$ cat config.mk
export PLATFORM = sky130hd
export DESIGN_NAME = obstacle_scheduler
export DESIGN_NICKNAME = d
export VERILOG_FILES = /design/src/rtl/obstacle_scheduler.sv
export SDC_FILE = /design/constraint.sdc
export NUM_CORES = 1
export LEC_CHECK = 0
export ABC_AREA = 0
export BUFFER_PORTS_ARGS = -buffer_cell sky130_fd_sc_hd__buf_2
export CAP_MARGIN = 30
export CORE_UTILIZATION = 55
export CTS_CLUSTER_SIZE = 10
export DETAILED_ROUTE_END_ITERATION = 8
export PLACE_DENSITY_LB_ADDON = 0.05
export SETUP_SLACK_MARGIN = 0.3
export SLEW_MARGIN = 0
export SYNTH_ARGS = -nofsm -noshare
export SYNTH_HDL_FRONTEND = slang
export SYNTH_SLANG_ARGS = --single-unit
$ cat constraint.sdc
create_clock -name pclk -period 2.45 [get_ports pclk]
set_input_delay 0.245 -clock pclk [delete_from_list [all_inputs] [get_ports pclk]]
set_output_delay 0.245 -clock pclk [all_outputs]
set_load 0.02 [all_outputs]
$ cat src/rtl/obstacle_scheduler.sv
// Game-phase sequencer: alternates gap/run intervals per obstacle off the vsync frame tick,
// drives the obstacle mux select, and turns raw collision levels into qualified hit pulses.
module obstacle_scheduler #(
    parameter int NUM_OBSTACLES = 2,
    parameter int RUN_FRAMES    = 600,
    parameter int GAP_FRAMES    = 60,
    parameter int INVULN_FRAMES = 90
) (
    input  logic       pclk,
    input  logic       rst,
    input  logic       vsync_in,
    input  logic       play_selected,
    input  logic       game_over,
    input  logic       damage_in,
    output logic [3:0] obstacle_select,
    output logic       obstacle_active,
    output logic       obstacle_start,
    output logic       player_hit,
    output logic [7:0] round_count
);

    localparam logic [15:0] GAP_LAST    = 16'(GAP_FRAMES - 1);
    localparam logic [15:0] RUN_LAST    = 16'(RUN_FRAMES - 1);
    localparam logic [15:0] INVULN_LOAD = 16'(INVULN_FRAMES);
    localparam logic [3:0]  SEL_LAST    = 4'(NUM_OBSTACLES - 1);

    typedef enum logic [1:0] {
        IDLE,
        GAP,
        RUN,
        OVER
    } state_t;

    state_t      state_reg, state_next;
    logic [15:0] frame_cnt_reg, frame_cnt_next;
    logic [15:0] invuln_cnt_reg, invuln_cnt_next;
    logic [3:0]  sel_reg, sel_next;
    logic [7:0]  round_reg, round_next;
    logic        start_reg, start_next;
    logic        hit_reg, hit_next;
    logic        active_reg, active_next;
    logic        vsync_prev_reg;
    logic        dmg_prev_reg;

    logic frame_tick;
    logic dmg_edge;

    // Edge detectors start "high" so a level already asserted at reset release is not an edge.
    assign frame_tick = vsync_in & ~vsync_prev_reg;
    assign dmg_edge   = damage_in & ~dmg_prev_reg;

    always_ff @(posedge pclk) begin
        if (rst) begin
            state_reg      <= IDLE;
            frame_cnt_reg  <= '0;
            invuln_cnt_reg <= '0;
            sel_reg        <= '0;
            round_reg      <= '0;
            start_reg      <= 1'b0;
            hit_reg        <= 1'b0;
            active_reg     <= 1'b0;
            vsync_prev_reg <= 1'b1;
            dmg_prev_reg   <= 1'b1;
        end else begin
            state_reg      <= state_next;
            frame_cnt_reg  <= frame_cnt_next;
            invuln_cnt_reg <= invuln_cnt_next;
            sel_reg        <= sel_next;
            round_reg      <= round_next;
            start_reg      <= start_next;
            hit_reg        <= hit_next;
            active_reg     <= active_next;
            vsync_prev_reg <= vsync_in;
            dmg_prev_reg   <= damage_in;
        end
    end

    always_comb begin
        state_next      = state_reg;
        frame_cnt_next  = frame_cnt_reg;
        sel_next        = sel_reg;
        round_next      = round_reg;
        start_next      = 1'b0;
        hit_next        = 1'b0;
        invuln_cnt_next = invuln_cnt_reg;
        if (frame_tick && (invuln_cnt_reg != 16'd0)) begin
            invuln_cnt_next = invuln_cnt_reg - 16'd1;
        end

        case (state_reg)
            IDLE: begin
                frame_cnt_next = '0;
                sel_next       = '0;
                if (!game_over && play_selected) begin
                    state_next = GAP;
                    round_next = '0;
                end
            end

            GAP: begin
                if (game_over) begin
                    state_next = OVER;
                end else if (!play_selected) begin
                    state_next      = IDLE;
                    sel_next        = '0;
                    frame_cnt_next  = '0;
                    invuln_cnt_next = '0;
                end else if (frame_tick) begin
                    if (frame_cnt_reg == GAP_LAST) begin
                        state_next     = RUN;
                        frame_cnt_next = '0;
                        start_next     = 1'b1;
                    end else begin
                        frame_cnt_next = frame_cnt_reg + 16'd1;
                    end
                end
            end

            RUN: begin
                if (game_over) begin
                    state_next = OVER;
                end else if (!play_selected) begin
                    state_next      = IDLE;
                    sel_next        = '0;
                    frame_cnt_next  = '0;
                    invuln_cnt_next = '0;
                end else begin
                    // A hit is independent of the run ending in the same cycle.
                    if (dmg_edge && (invuln_cnt_reg == 16'd0)) begin
                        hit_next        = 1'b1;
                        invuln_cnt_next = INVULN_LOAD;
                    end
                    if (frame_tick) begin
                        if (frame_cnt_reg == RUN_LAST) begin
                            state_next     = GAP;
                            frame_cnt_next = '0;
                            if (sel_reg == SEL_LAST) begin
                                sel_next = '0;
                                if (round_reg != 8'hFF) begin
                                    round_next = round_reg + 8'd1;
                                end
                            end else begin
                                sel_next = sel_reg + 4'd1;
                            end
                        end else begin
                            frame_cnt_next = frame_cnt_reg + 16'd1;
                        end
                    end
                end
            end

            OVER: begin
                if (!play_selected) begin
                    state_next      = IDLE;
                    sel_next        = '0;
                    frame_cnt_next  = '0;
                    invuln_cnt_next = '0;
                end
            end

            default: begin
                state_next = IDLE;
            end
        endcase

        active_next = (state_next == RUN);
    end

    assign obstacle_select = sel_reg;
    assign obstacle_active = active_reg;
    assign obstacle_start  = start_reg;
    assign player_hit      = hit_reg;
    assign round_count     = round_reg;

endmodule

==> key figures <==
Hold path
  • Worst hold path type: in -> reg

Global route
  • Initial antenna violation count: 0
  • Vias in the first global route: 2,134
  • Gr usage total: 0.227
  • Met1 Use GR: 0.299
  • Global-route wire length before repair: 9510 um
  • GRT Residual Overflow: 0
  • Grt met3 use: 0.0375
  • Gr busiest metal: met2
  • Largest net degree at the start of global routing: 17
  • Met2 usage: 0.382

Power
  • Sw Share: 0.412
  • Switching pwr: 1640 uW
  • Worst VDD drop: between 1 and 1.5 mV
  • Static leakage: around 0.0012 uW
  • Pwr dens: 1240 nW/um^2
  • Int Power: roughly 2300 uW
  • Clock network fraction of design power: 0.129
  • Seq pwr share: 0.274
  • Power share of the combinational group: 0.597

Final layout
  • Share of layout cells above drive strength 1: 0.222
  • Layout net count: 371
  • ANT cells: 0
  • Filler instances: 414
  • Syn-to-layout area delta: 17.9%
  • Final std cells w/o fill: 423

Route
  • ANT nets after route: 0
  • Iter 0 DRT Violations: 136
  • Detailed Route WL: 6070 um
  • First-pass DRT Iterations: 5
  • DRC violations left: 0
  • Vias: 2,400
  • Wire per inst: about 14 um
  • Vias/cell: 5.67

Synth
  • Main synth FF type: dfxtp_1
  • Post-synthesis cell count: 319
  • Top post-synthesis cells by area: dfxtp_1 (37%), xnor2_1 (10%), nor2_1 (6.3%), ha_1 (4.6%), nor4_1 (3.2%)
  • Yosys warning total: 0
  • Fraction of registers with async set/reset: 0
  • Commonest cells in the netlist: dfxtp_1 (51), nor2_1 (46), xnor2_1 (32), nand2_1 (19), nor3_1 (15)
  • Syn Area/Cell: 8.56 um^2
  • Library cells used by synthesis: 50
  • Post-synth EDFFs: 0
  • Largest area contributor in the synthesized netlist: dfxtp_1
  • Post-Syn Nets: ~340
  • Area share of the largest cell type after synthesis: 0.374
  • Yosys reg bits: 51
  • Part of the Yosys area used for sequential elements: 0.374
  • Most frequent cell after synthesis: dfxtp_1
  • Cell area after synthesis: roughly 2700 um^2

CTS
  • H-tree Lvls: 2
  • Reg clk slew, reported paths: 100 ps
  • Clk buf depth: 2
  • CTS tree: yes
  • CTS Buf Count: 5
  • CTS root buf: clkbuf_8
  • CTS Sinks: 51
  • CTS Hold Buffers Added: 0
  • Clk Latency, worst-skew pair: ~300 ps

Setup path
  • Critical Path Sink: invuln_cnt_reg[1]
  • CP Capture Type: flip-flop
  • Critical Path AT: 2410 ps
  • Critical path type: reg -> reg
  • Crit Path Max Fanout: 5
  • Reg2reg path depth: 8
  • Worst path required time: approximately 2700 ps
  • FF-to-FF End: invuln_cnt_reg[1]
  • CP Launch Type: flip-flop
  • Crit path launch: invuln_cnt_reg[1]
  • Worst r2r src: invuln_cnt_reg[1]
  • Reg2reg setup slack: 270 ps

Placed design
  • PortBufs: 20
  • Place WS: ~280 ps
  • DPL Wire Length: ~4200 um
  • Placed insts: 402
  • Gpl congestion: between 0.8 and 0.9

Timing
  • Unrepaired setup endpoints after global routing: true
  • Relative max-transition margin: 0.608
  • Final Hold Viols: 0
  • FMAX: 460 MHz
  • Slew Viols, Final: 0
  • Min cycle time layout: approximately 2200 ps
  • Hold slack final: 153 ps
  • Setup violators final: 0
  • Setup ws final: 275 ps
  • Final setup TNS: 0 ps
  • Worst-Margin Slew: ~580 ps
  • Final period util: 0.888
  • Clock skew: around 11 ps

Die
  • Die Width: 72.5 um
  • Die area: 5250 um^2
  • # rows: 25
  • Die Y: between 70 and 80 um
  • # IOs: 21
  • Initial Util: 0.574
  • Core ar.: 4750 um^2

Status
  • Outcome: finished clean

Run
  • Max Cap Viol: 0
==> power by group through the flow <==
stage	clock, uW	combinational [uW]	sequential [uW]
3_3_place_gp	0	1640	1070
4_1_cts	526	1670	1060
5_1_grt	560	2330	1080
3_5_place_dp	0	1660	1070
6_report	513	2380	1090
2_1_floorplan	0	1330	1050
==> worst max-delay path: stages, from the launching register on <==
cell	delay [ps]
dfxtp_2	340
inv_2	80
ha_4	110
or4b_4	470
nor4b_4	450
buf_4	200
nor2_4	40
mux2_4	320
o21ai_2	110
==> cell families after synthesis <==
family                   synth area share
AO/OA/AOI/OAI                      0.0811
buffers and inverters              0.0298
multiplexers                       0.0225
adder cells (fa/ha/maj)            0.0458
AND/OR/NAND/NOR                     0.344
XOR/XNOR                            0.103
flip-flops                          0.374
==> stage by stage <==
stage          area (um^2)  power, uW   util
3_5_place_dp          2910       2730  0.612
4_1_cts               3010       3250  0.634
6_report              3220       3980  0.677
5_1_grt               3220       3970  0.677
3_3_place_gp          2910       2710  0.612
2_1_floorplan         2730       2380      -
==> per-layer routing <==
layer / part of all wire / wire (um) / up-vias
met5: 0 / 0 / -
met4: 0.0082 / 50 / 0
met3: 0.023 / 142 / 5
met2: 0.49 / 2990 / 37
met1: 0.47 / 2880 / 1144
li1: - / - / 1214
==> worst min-delay path by stage <==
stage | startpoint | end | slack [ps] | depth (start not counted)
global placement | damage_in | dmg_prev_reg | 460 | 2
finish | damage_in | dmg_prev_reg | 150 | 2
global route | damage_in | dmg_prev_reg | 160 | 2
CTS | damage_in | dmg_prev_reg | 150 | 2
detailed placement | damage_in | dmg_prev_reg | 460 | 2
floorplan | game_over | obstacle_start | 320 | 1
==> area by class of cell <==
type,instances,area [um^2],share of cell area
Tap cell,67,83.8,0.0260
Sequential cell,51,1020,0.318
Timing Repair Buffer,37,235,0.0731
Clock buffer,6,82.6,0.0257
Inverter,12,45.0,0.0140
Multi-Input combinational cell,248,1730,0.538
Clock inverter,2,16.3,0.00505
==> repair_timing <==
| item | 4_1_cts | 5_1_grt |
|---|---|---|
| setup endpoints to repair | 15 | 41 |
| cloned | 0 | 0 |
| pin swaps | 1 | 5 |
| resized for setup | 2 | 28 |
| buffers inserted | 0 | 13 |
==> cells in the final DEF, fill, tap and decap left out, types with 2 or more instances in the layout <==
cell type  Yosys  routed
dfxtp_1       51      48
nor2_1        46      45
xnor2_1       32      32
buf_2          5      20
nand2_1       19      19
nor3_1        15      15
buf_4          0      15
inv_1         12      10
nor4_1        14       9
nand4_1        9       9
a21oi_1        9       9
or3_1          9       8
ha_1          10       8
and3_1         8       7
nand3_1        8       7
nor4_2         1       6
clkbuf_8       0       6
nor4b_1        6       5
nor3b_1        5       5
mux2i_1        5       5
or2_2          4       4
and2_1         4       4
o21ai_0        6       4
nand2b_1       3       3
and4_1         3       3
nor2b_1        3       3
o21ai_2        0       3
dfxtp_2        0       3
inv_2          0       2
o22ai_1        2       2
a31oi_1        2       2
buf_6          0       2
No activity file was read; power rests on OpenSTA's default activity.
